`src/rtl/fixpu_arb_pkg.sv`:
```
`default_nettype none
// ------------------------------------------------------------------
// fixpu_arb_pkg - shared types for the FixPU round-robin arbiter
// Rev 1.0
// ------------------------------------------------------------------
package fixpu_arb_pkg;

  localparam int MAX_REQ = 16;

  function automatic int idx_width(input int n);
    return (n > 1) ? $clog2(n) : 1;
  endfunction

  // Sized for the largest supported requester count so one tag type fits all.
  localparam int IDX_W = idx_width(MAX_REQ);

  typedef struct packed {
    logic             valid;
    logic [IDX_W-1:0] idx;
  } tag_t;

  typedef enum logic [0:0] {
    ARB  = 1'b0,
    LOCK = 1'b1
  } arb_state_t;

  function automatic logic [IDX_W-1:0] wrap_inc(input logic [IDX_W-1:0] i, input int n);
    return (i == IDX_W'(n - 1)) ? '0 : i + IDX_W'(1);
  endfunction

endpackage
`default_nettype wire

```
`src/rtl/fixpu_rr_arbiter_rr_pick.sv`:
```
`default_nettype none
// ------------------------------------------------------------------
// rr_pick - combinational round-robin priority encoder (one-hot grant)
// Rev 1.0
// ------------------------------------------------------------------
module rr_pick
  import fixpu_arb_pkg::*;
#(
  parameter int N_REQ = 4
) (
  input  logic [N_REQ-1:0] valid,
  input  logic [IDX_W-1:0] ptr,
  output logic [N_REQ-1:0] grant
);

  logic [2*N_REQ-1:0] rot_wide;
  logic [N_REQ-1:0]   rot;
  logic [N_REQ-1:0]   rot_first;
  logic [2*N_REQ-1:0] back_wide;

  // Rotate so ptr sits at bit 0, isolate the lowest set bit, rotate back.
  always_comb begin
    rot_wide  = {valid, valid} >> ptr;
    rot       = rot_wide[N_REQ-1:0];
    rot_first = rot & (~rot + N_REQ'(1));
    back_wide = {rot_first, rot_first} << ptr;
    grant     = back_wide[2*N_REQ-1:N_REQ];
  end

endmodule
`default_nettype wire

```
`src/rtl/fixpu_rr_arbiter.sv`:
```
`default_nettype none
// ------------------------------------------------------------------
// fixpu_rr_arbiter - shares one pipelined FixPU among N_REQ requesters
// Rev 1.0
// ------------------------------------------------------------------
module fixpu_rr_arbiter
  import fixpu_arb_pkg::*;
#(
  parameter int N_REQ     = 4,
  parameter int n_int     = 8,
  parameter int n_mant    = 23,
  parameter int LATENCY   = 2,
  parameter int BURST_MAX = 4
) (
  input  logic                              clk,
  input  logic                              rst,
  input  logic [N_REQ-1:0]                  req_valid,
  input  logic [N_REQ-1:0]                  req_lock,
  input  logic [N_REQ*(n_int+n_mant)-1:0]   req_a,
  input  logic [N_REQ*(n_int+n_mant)-1:0]   req_b,
  output logic [N_REQ-1:0]                  req_ready,
  output logic [n_int+n_mant-1:0]           pu_a,
  output logic [n_int+n_mant-1:0]           pu_b,
  output logic                              pu_issue,
  input  logic [n_int+n_mant-1:0]           pu_result,
  output logic [N_REQ-1:0]                  rsp_valid,
  output logic [n_int+n_mant-1:0]           rsp_data,
  output logic                              busy
);

  localparam int W     = n_int + n_mant;
  localparam int CNT_W = $clog2(BURST_MAX + 1);

  arb_state_t         state_q, state_d;
  logic [IDX_W-1:0]   rr_ptr_q, rr_ptr_d;
  logic [IDX_W-1:0]   owner_q, owner_d;
  logic [CNT_W-1:0]   burst_cnt_q, burst_cnt_d;
  logic [W-1:0]       pu_a_q, pu_a_d, pu_b_q, pu_b_d;
  tag_t [LATENCY:0]   tag_q, tag_d;
  logic [N_REQ-1:0]   rsp_valid_q, rsp_valid_d;
  logic [W-1:0]       rsp_data_q, rsp_data_d;

  logic [N_REQ-1:0]   rr_grant;
  logic [N_REQ-1:0]   owner_oh;
  logic [N_REQ-1:0]   grant;
  logic               any_grant;
  logic               lock_req;
  logic [IDX_W-1:0]   grant_idx;
  logic [W-1:0]       sel_a, sel_b;
  tag_t               new_tag;
  tag_t               last_tag;
  logic [LATENCY:0]   tag_valid;

  logic [IDX_W-1:0]   idx_chain [0:N_REQ];
  logic [W-1:0]       a_chain   [0:N_REQ];
  logic [W-1:0]       b_chain   [0:N_REQ];

  rr_pick #(.N_REQ(N_REQ)) u_rr_pick (
    .valid (req_valid),
    .ptr   (rr_ptr_q),
    .grant (rr_grant)
  );

  assign owner_oh = N_REQ'(1) << owner_q;

  // Nothing is accepted while reset is held, so no op can slip past the flush.
  always_comb begin
    grant = '0;
    if (rst) begin
      if (state_q == LOCK) grant = req_valid & owner_oh;
      else                 grant = rr_grant;
    end
  end

  assign req_ready = grant;
  assign any_grant = |grant;
  assign lock_req  = |(grant & req_lock);

  // One-hot grant to index and operand select as AND-OR chains.
  assign idx_chain[0] = '0;
  assign a_chain[0]   = '0;
  assign b_chain[0]   = '0;
  for (genvar i = 0; i < N_REQ; i++) begin : g_mux
    assign idx_chain[i+1] = idx_chain[i] | (grant[i] ? IDX_W'(i) : '0);
    assign a_chain[i+1]   = a_chain[i]   | (grant[i] ? req_a[i*W +: W] : '0);
    assign b_chain[i+1]   = b_chain[i]   | (grant[i] ? req_b[i*W +: W] : '0);
  end
  assign grant_idx = idx_chain[N_REQ];
  assign sel_a     = a_chain[N_REQ];
  assign sel_b     = b_chain[N_REQ];

  always_comb begin
    state_d     = state_q;
    rr_ptr_d    = rr_ptr_q;
    owner_d     = owner_q;
    burst_cnt_d = burst_cnt_q;
    case (state_q)
      ARB: begin
        if (any_grant) begin
          if (lock_req && (BURST_MAX > 1)) begin
            state_d     = LOCK;
            owner_d     = grant_idx;
            burst_cnt_d = CNT_W'(1);
          end else begin
            rr_ptr_d = wrap_inc(grant_idx, N_REQ);
          end
        end
      end
      LOCK: begin
        if (!any_grant || !lock_req || (burst_cnt_q + CNT_W'(1) == CNT_W'(BURST_MAX))) begin
          state_d     = ARB;
          rr_ptr_d    = wrap_inc(owner_q, N_REQ);
          burst_cnt_d = '0;
        end else begin
          burst_cnt_d = burst_cnt_q + CNT_W'(1);
        end
      end
      default: state_d = ARB;
    endcase
  end

  assign last_tag = tag_q[LATENCY];

  // Stage 0 of the tag pipe lines up with pu_issue; the last stage with pu_result.
  always_comb begin
    new_tag.valid = any_grant;
    new_tag.idx   = grant_idx;
    pu_a_d        = any_grant ? sel_a : pu_a_q;
    pu_b_d        = any_grant ? sel_b : pu_b_q;
    tag_d         = {tag_q[LATENCY-1:0], new_tag};
    rsp_valid_d   = last_tag.valid ? (N_REQ'(1) << last_tag.idx) : '0;
    rsp_data_d    = last_tag.valid ? pu_result : rsp_data_q;
  end

  always_ff @(posedge clk or negedge rst) begin
    if (!rst) begin
      state_q     <= ARB;
      rr_ptr_q    <= '0;
      owner_q     <= '0;
      burst_cnt_q <= '0;
      pu_a_q      <= '0;
      pu_b_q      <= '0;
      tag_q       <= '0;
      rsp_valid_q <= '0;
      rsp_data_q  <= '0;
    end else begin
      state_q     <= state_d;
      rr_ptr_q    <= rr_ptr_d;
      owner_q     <= owner_d;
      burst_cnt_q <= burst_cnt_d;
      pu_a_q      <= pu_a_d;
      pu_b_q      <= pu_b_d;
      tag_q       <= tag_d;
      rsp_valid_q <= rsp_valid_d;
      rsp_data_q  <= rsp_data_d;
    end
  end

  for (genvar s = 0; s <= LATENCY; s++) begin : g_tag_valid
    assign tag_valid[s] = tag_q[s].valid;
  end

  assign pu_a      = pu_a_q;
  assign pu_b      = pu_b_q;
  assign pu_issue  = tag_q[0].valid;
  assign rsp_valid = rsp_valid_q;
  assign rsp_data  = rsp_data_q;
  assign busy      = |tag_valid;

endmodule
`default_nettype wire

```
`config.mk`:
```
export PLATFORM = sky130hd
export DESIGN_NAME = fixpu_rr_arbiter
export DESIGN_NICKNAME = d
export VERILOG_FILES = /design/src/rtl/fixpu_arb_pkg.sv /design/src/rtl/fixpu_rr_arbiter_rr_pick.sv /design/src/rtl/fixpu_rr_arbiter.sv
export SDC_FILE = /design/constraint.sdc
export NUM_CORES = 1
export LEC_CHECK = 0
export ABC_CLOCK_PERIOD_IN_PS = 5590
export CORE_AREA = 2 2 152 154
export CTS_BUF_LIST = sky130_fd_sc_hd__clkbuf_16
export CTS_CLUSTER_SIZE = 8
export DETAILED_ROUTE_END_ITERATION = 16
export DIE_AREA = 0 0 154 156
export GPL_TIMING_DRIVEN = 0
export MAX_ROUTING_LAYER = met4
export SKIP_CTS_REPAIR_TIMING = 1
export SYNTH_ARGS = -nofsm -noshare
export SYNTH_HDL_FRONTEND = slang
export SYNTH_HIERARCHICAL = 1
export SYNTH_SLANG_ARGS = --single-unit
```
`constraint.sdc`:
```
create_clock -name clk -period 5.59 [get_ports clk]
set_input_delay 0.8385 -clock clk [delete_from_list [all_inputs] [get_ports clk]]
set_output_delay 0.8385 -clock clk [all_outputs]
set_load 0.01 [all_outputs]
```
Word-level counts from Yosys, hierarchy flattened
Index checks and enable logic that the tools add are counted.
- bits in registers: 116
- logic and storage cells: 80
- bitwise operators: 13
- reduce and logical (&&, ||, !) cells: 10
- mux-type cells: 28
- add/sub/neg operators: 4
- shift operators: 4
- equal/unequal tests: 7
- operators with widths (operator ; number):
    $mux 31 ; 8
    $or 31x31->31 ; 6
    $mux 4 ; 7
    $and 4x4->4 ; 3
    $mux 3 ; 4
    $pmux 4 s2 ; 1
    $reduce_or 4->1 ; 2
    $shl 1x2->4 const A ; 2
    $shl 8x4->8 ; 1
    $shr 8x4->4 ; 1
    $add 2x1->3 const B ; 2
    $ne 2x2->1 const B ; 3
    $pmux 3 s2 ; 1
    $reduce_and 3->1 ; 2
    $add 4x1->4 const B ; 1
    $eq 2x2->1 const B ; 2
    $mux 1 ; 4
    $mux 2 ; 2
    $not 4->4 ; 1
    $add 3x1->3 const B ; 1
    $eq 3x3->1 const B ; 1
    $reduce_or 3->1 ; 1
    $logic_not 1->1 ; 2
    $logic_or 1x1->1 ; 2
    other kinds (6) ; 6

Logic depth before layout (Yosys ltp)
- depth after elaboration: 15
- depth in mapped cells: 14

By module
Netlist, hierarchy kept.
- modules (own cells, without submodules) (module ; seq. area each (sq um) ; cells each ; instances ; area each (sq um)):
    fixpu_rr_arbiter ; 2852.7 ; 514 ; 1 ; 5427.7
    rr_pick ; 0.0 ; 35 ; 1 ; 264.0

Worst setup path before layout
No wires, ideal clock.
- path type: input port to output port
- start: input port req_valid[0]
- end: output port req_ready[2]
- path slack: 2386 ps
- data arrival time: 2365 ps
- cell stages on the path: 9
- data required time: 4752 ps
- cells stage by stage: nor2b_1 nor4b_2 a31o_1 a211oi_1 a211oi_2 nand3b_1 nand2_1 buf_2 buf_1
- cells in the longest elaborated chain, start to end: 7
- ends and longest elaborated chain (item ; line ; text):
    start: declaration ; fixpu_rr_arbiter.sv:17 ; input logic [N_REQ-1:0] req_valid,
    $shr 8x4->4 (*) ; fixpu_rr_arbiter_rr_pick.sv:23 ; rot_wide = {valid, valid} >> ptr;
    $not 4->4 ; fixpu_rr_arbiter_rr_pick.sv:25 ; rot_first = rot & (~rot + N_REQ'(1));
    $add 4x1->4 ; fixpu_rr_arbiter_rr_pick.sv:25 ;
    $and 4x4->4 (*) ; fixpu_rr_arbiter_rr_pick.sv:25 ;
    $shl 8x4->8 (*) ; fixpu_rr_arbiter_rr_pick.sv:26 ; back_wide = {rot_first, rot_first} << ptr;
    net rr_grant[2] ; fixpu_rr_arbiter.sv:43 ; logic [N_REQ-1:0] rr_grant;
    $mux 4 (*) ; fixpu_rr_arbiter.sv:70 ; if (state_q == LOCK) grant = req_valid & owner_oh;
    $mux 4 (*) ; fixpu_rr_arbiter.sv:69 ; if (rst) begin
    end: declaration ; fixpu_rr_arbiter.sv:21 ; output logic [N_REQ-1:0] req_ready,
The timed path passes the listed nets; every way through them passes the cells marked *.

Final worst setup path
- start: input port req_valid[0]
- end: output port req_ready[1]
Same word-level chain as after synthesis.

==> reports/qor.csv <==
metric,value,unit
Int Power,3.251,mW
buffer levels on the longest clock path,2,
sequential power share,28.5,%
Worst EP required,4750,ps
switching pwr,1.889,mW
met3 GRT Util,5.389,%
M1 GR Usage,26.23,%
RSZ-0062 raised after global routing,false,
Die X,154,µm
Synth Register Bits,114,
I/O Pins,392,
"top cells by count, synth","125 x a22oi_1, 114 x dfrtp_1, 70 x nor2_1",
Die Y,156,µm
root buf cell,clkbuf_16,
ANT nets after route,0,
Final Skew,9.437,ps
combinational power share,50.8,%
count of different cell masters after synthesis,48,
Net Sw Frac,36.75,%
most frequent cell after synthesis,a22oi_1,
diode count,0,
Rows,55,
Core Box Area,22370,µm²
total gr overflow,0,
status,finished clean,
Synth area leaders,"dfrtp_1 50%, a22oi_1 16%, a31oi_1 6.9%",
Worst Path Arrival,4170,ps
port bufs,391,
Num CTS Buffers,17,
filler cell count,2182,
GRT busiest layer,met2,
M2 GR Usage,36.73,%
Max-slew headroom,33.26,%
"most used cell, CP",clkdlybuf4s50_1,
DR vias/cell,4.994,
Placed Cells,1234,
Levels on crit path,11,
largest area contributor in the netlist,dfrtp_1,
top_reg_cell synth,dfrtp_1,
Tightest Hold Check Type,in2async,
clock share of power,20.7,%
post-synthesis sequential area ratio,50.12,%
gr usage total,22.06,%
Syn Inst Count,549,
Worst Reg-to-Reg Cells,13,
H-tree depth,4,
Clock Latency Late Sink,420,ps
power density cells,485.3,nW/µm²
Sink Count,114,
CP Cell Sequence,"clkdlybuf4s50_1, nor2b_1, nor4b_2, a31o_1, a21oi_1, nor2_1, nand2b_1, a21boi_1, buf_2, buf_1, clkdlybuf4s50_1",
residual DRC count,0,
HPWL after DPL,20.61,mm
DR WL/cell,20.95,µm
Critical Path Max Stage Delay,670,ps
share of post-route cells with drive strength above 1,8.563,%
post-route minimum period,5009,ps
worst-path maximum fanout,10,
clk slew on worst S/H paths,60,ps
max frequency,199.6,MHz
drt total wl,26.53,mm
CP Class,in2out,
Syn-to-layout area delta,86.06,%
first-pass GRT wire length,38.29,mm
effective utilization at floorplan,25.45,%
synthesized area,5692,µm²
CP max stage cell,clkdlybuf4s50_1,
vias in the first global route,6437,
largest net degree at the start of global routing,91,
vias,6322,
Startpoint Class,input pin,
initial antenna violation count,0,
WP buf/inv,4,
Synth top area share,50.12,%
final setup fails,0,
Final Slew Violations,0,
gpl congestion,0.8730,
Synthesis Warnings,6,
fin crit share,89.61,%
"Avg Cell Area, Syn",10.37,µm²
final net count,1263,
Setup TNS,0,ps
asr flop ratio synth,100.0,%
max_cap viols,0,
1st-pass router iterations,5,
leakage power total,4.029,nW
CTS tree,done,
final hold viol count,0,
Post-Layout Cell Count,1266,
Detailed Route Iter0 Violations,381,
CP endpoint kind,output port,
Worst VDD drop,0.0001611,V
"CP delay by family, top",buffers and inverters,
Post-synth EDFFs,0,
Die Footprint,24020,µm²
Slew @ Worst Pin,1001,ps
==> stage by stage <==
step / instance area [µm²] / hold WS [ps] / utilization [%] / total power [mW] / worst slack [ps]
after global placement: 9992 / 331.7 / 44.68 / 4.087 / -3023
after detailed placement: 10020 / 334.7 / 44.81 / 4.111 / 591.5
after CTS: 10590 / 278.8 / 47.35 / 5.197 / 582.9
final: 10590 / 283.8 / 47.35 / 5.140 / 580.6
after floorplan: 5722 / 331.2 / - / 2.701 / 2386
after global routing: 10590 / 290.0 / 47.35 / 5.471 / 299.8
==> power by group through the flow <==
stage               Clock, mW  Sequential, mW  Combinational, mW
floorplan                   0            1.62               1.08
global placement            0            1.46               2.62
detailed placement          0            1.48               2.63
CTS                      1.09            1.47               2.64
global route             1.12            1.52               2.83
finish                   1.06            1.46               2.61
==> kinds of logic after synthesis <==
| group | synth area share, % |
|---|---|
| AOI/OAI and AO/OA | 26.73 |
| and+or+nand+nor | 9.673 |
| DFF | 50.12 |
| buffers and inverters | 4.946 |
| muxes | 6.837 |
| adders and majority gates | 1.319 |
| xor gates and xnor gates | 0.3078 |
| other | 0.06589 |
==> state kept, by name, summed over array words and instances, names as in the netlist <==
| name | flops |
|---|---|
| burst_cnt_q | 3 |
| last_tag | 3 |
| owner_q | 2 |
| pu_a | 31 |
| pu_b | 31 |
| pu_issue | 1 |
| rr_ptr_q | 2 |
| rsp_data | 31 |
| rsp_valid | 4 |
| state_q | 1 |
| tag_d | 5 |
==> routing by layer <==
layer	routed length, µm	vias to the layer above	share of wire (%)
met4	624	0	2.4
met1	10880	3025	41
met5	0	-	0
met3	1971	33	7.4
met2	13060	323	49
li1	-	2941	-
==> path summary, 6_finish.rpt <==
kind	startpoint	endpoint	slack (ps)
max	req_valid[0]	req_ready[1]	580
min	rst	tag_d[14]	280
max reg2reg	rr_ptr_q[0]	pu_a[23]	2200
min reg2reg	tag_d[6]	tag_d[11]	340
max in group asynchronous	rst	pu_a[9]	4520
min in group clk	tag_d[6]	tag_d[11]	340
==> layout make-up <==
type | count | area [µm²] | share of cell area (%)
inverter | 8 | 30.03 | 0.2836
buffer | 52 | 251.5 | 2.375
clock buffer | 17 | 425.4 | 4.017
clock inverter | 15 | 143.9 | 1.359
tap | 285 | 356.6 | 3.367
timing repair buffer | 392 | 3943 | 37.23
sequential | 114 | 2853 | 26.94
multi-input combinational | 383 | 2587 | 24.43
==> cell usage in the layout, fill, tap and decap left out, types with 4 or more instances in the layout <==
cell type          n
clkinv_2           4
nand3_1            6
nand2b_1           4
buf_2              6
ha_1               6
a21oi_1            9
a31oi_1           63
clkbuf_16         17
mux2_2            31
conb_1             9
clkinvlp_4         4
nor2_1            70
dfrtp_1          114
buf_6              7
nand2_1            9
nand3b_1           5
buf_1              6
mux2i_1            4
inv_1              9
clkdlybuf4s50_1  390
clkbuf_1          33
a22oi_1          125
No activity file was read; power rests on OpenSTA's default activity.
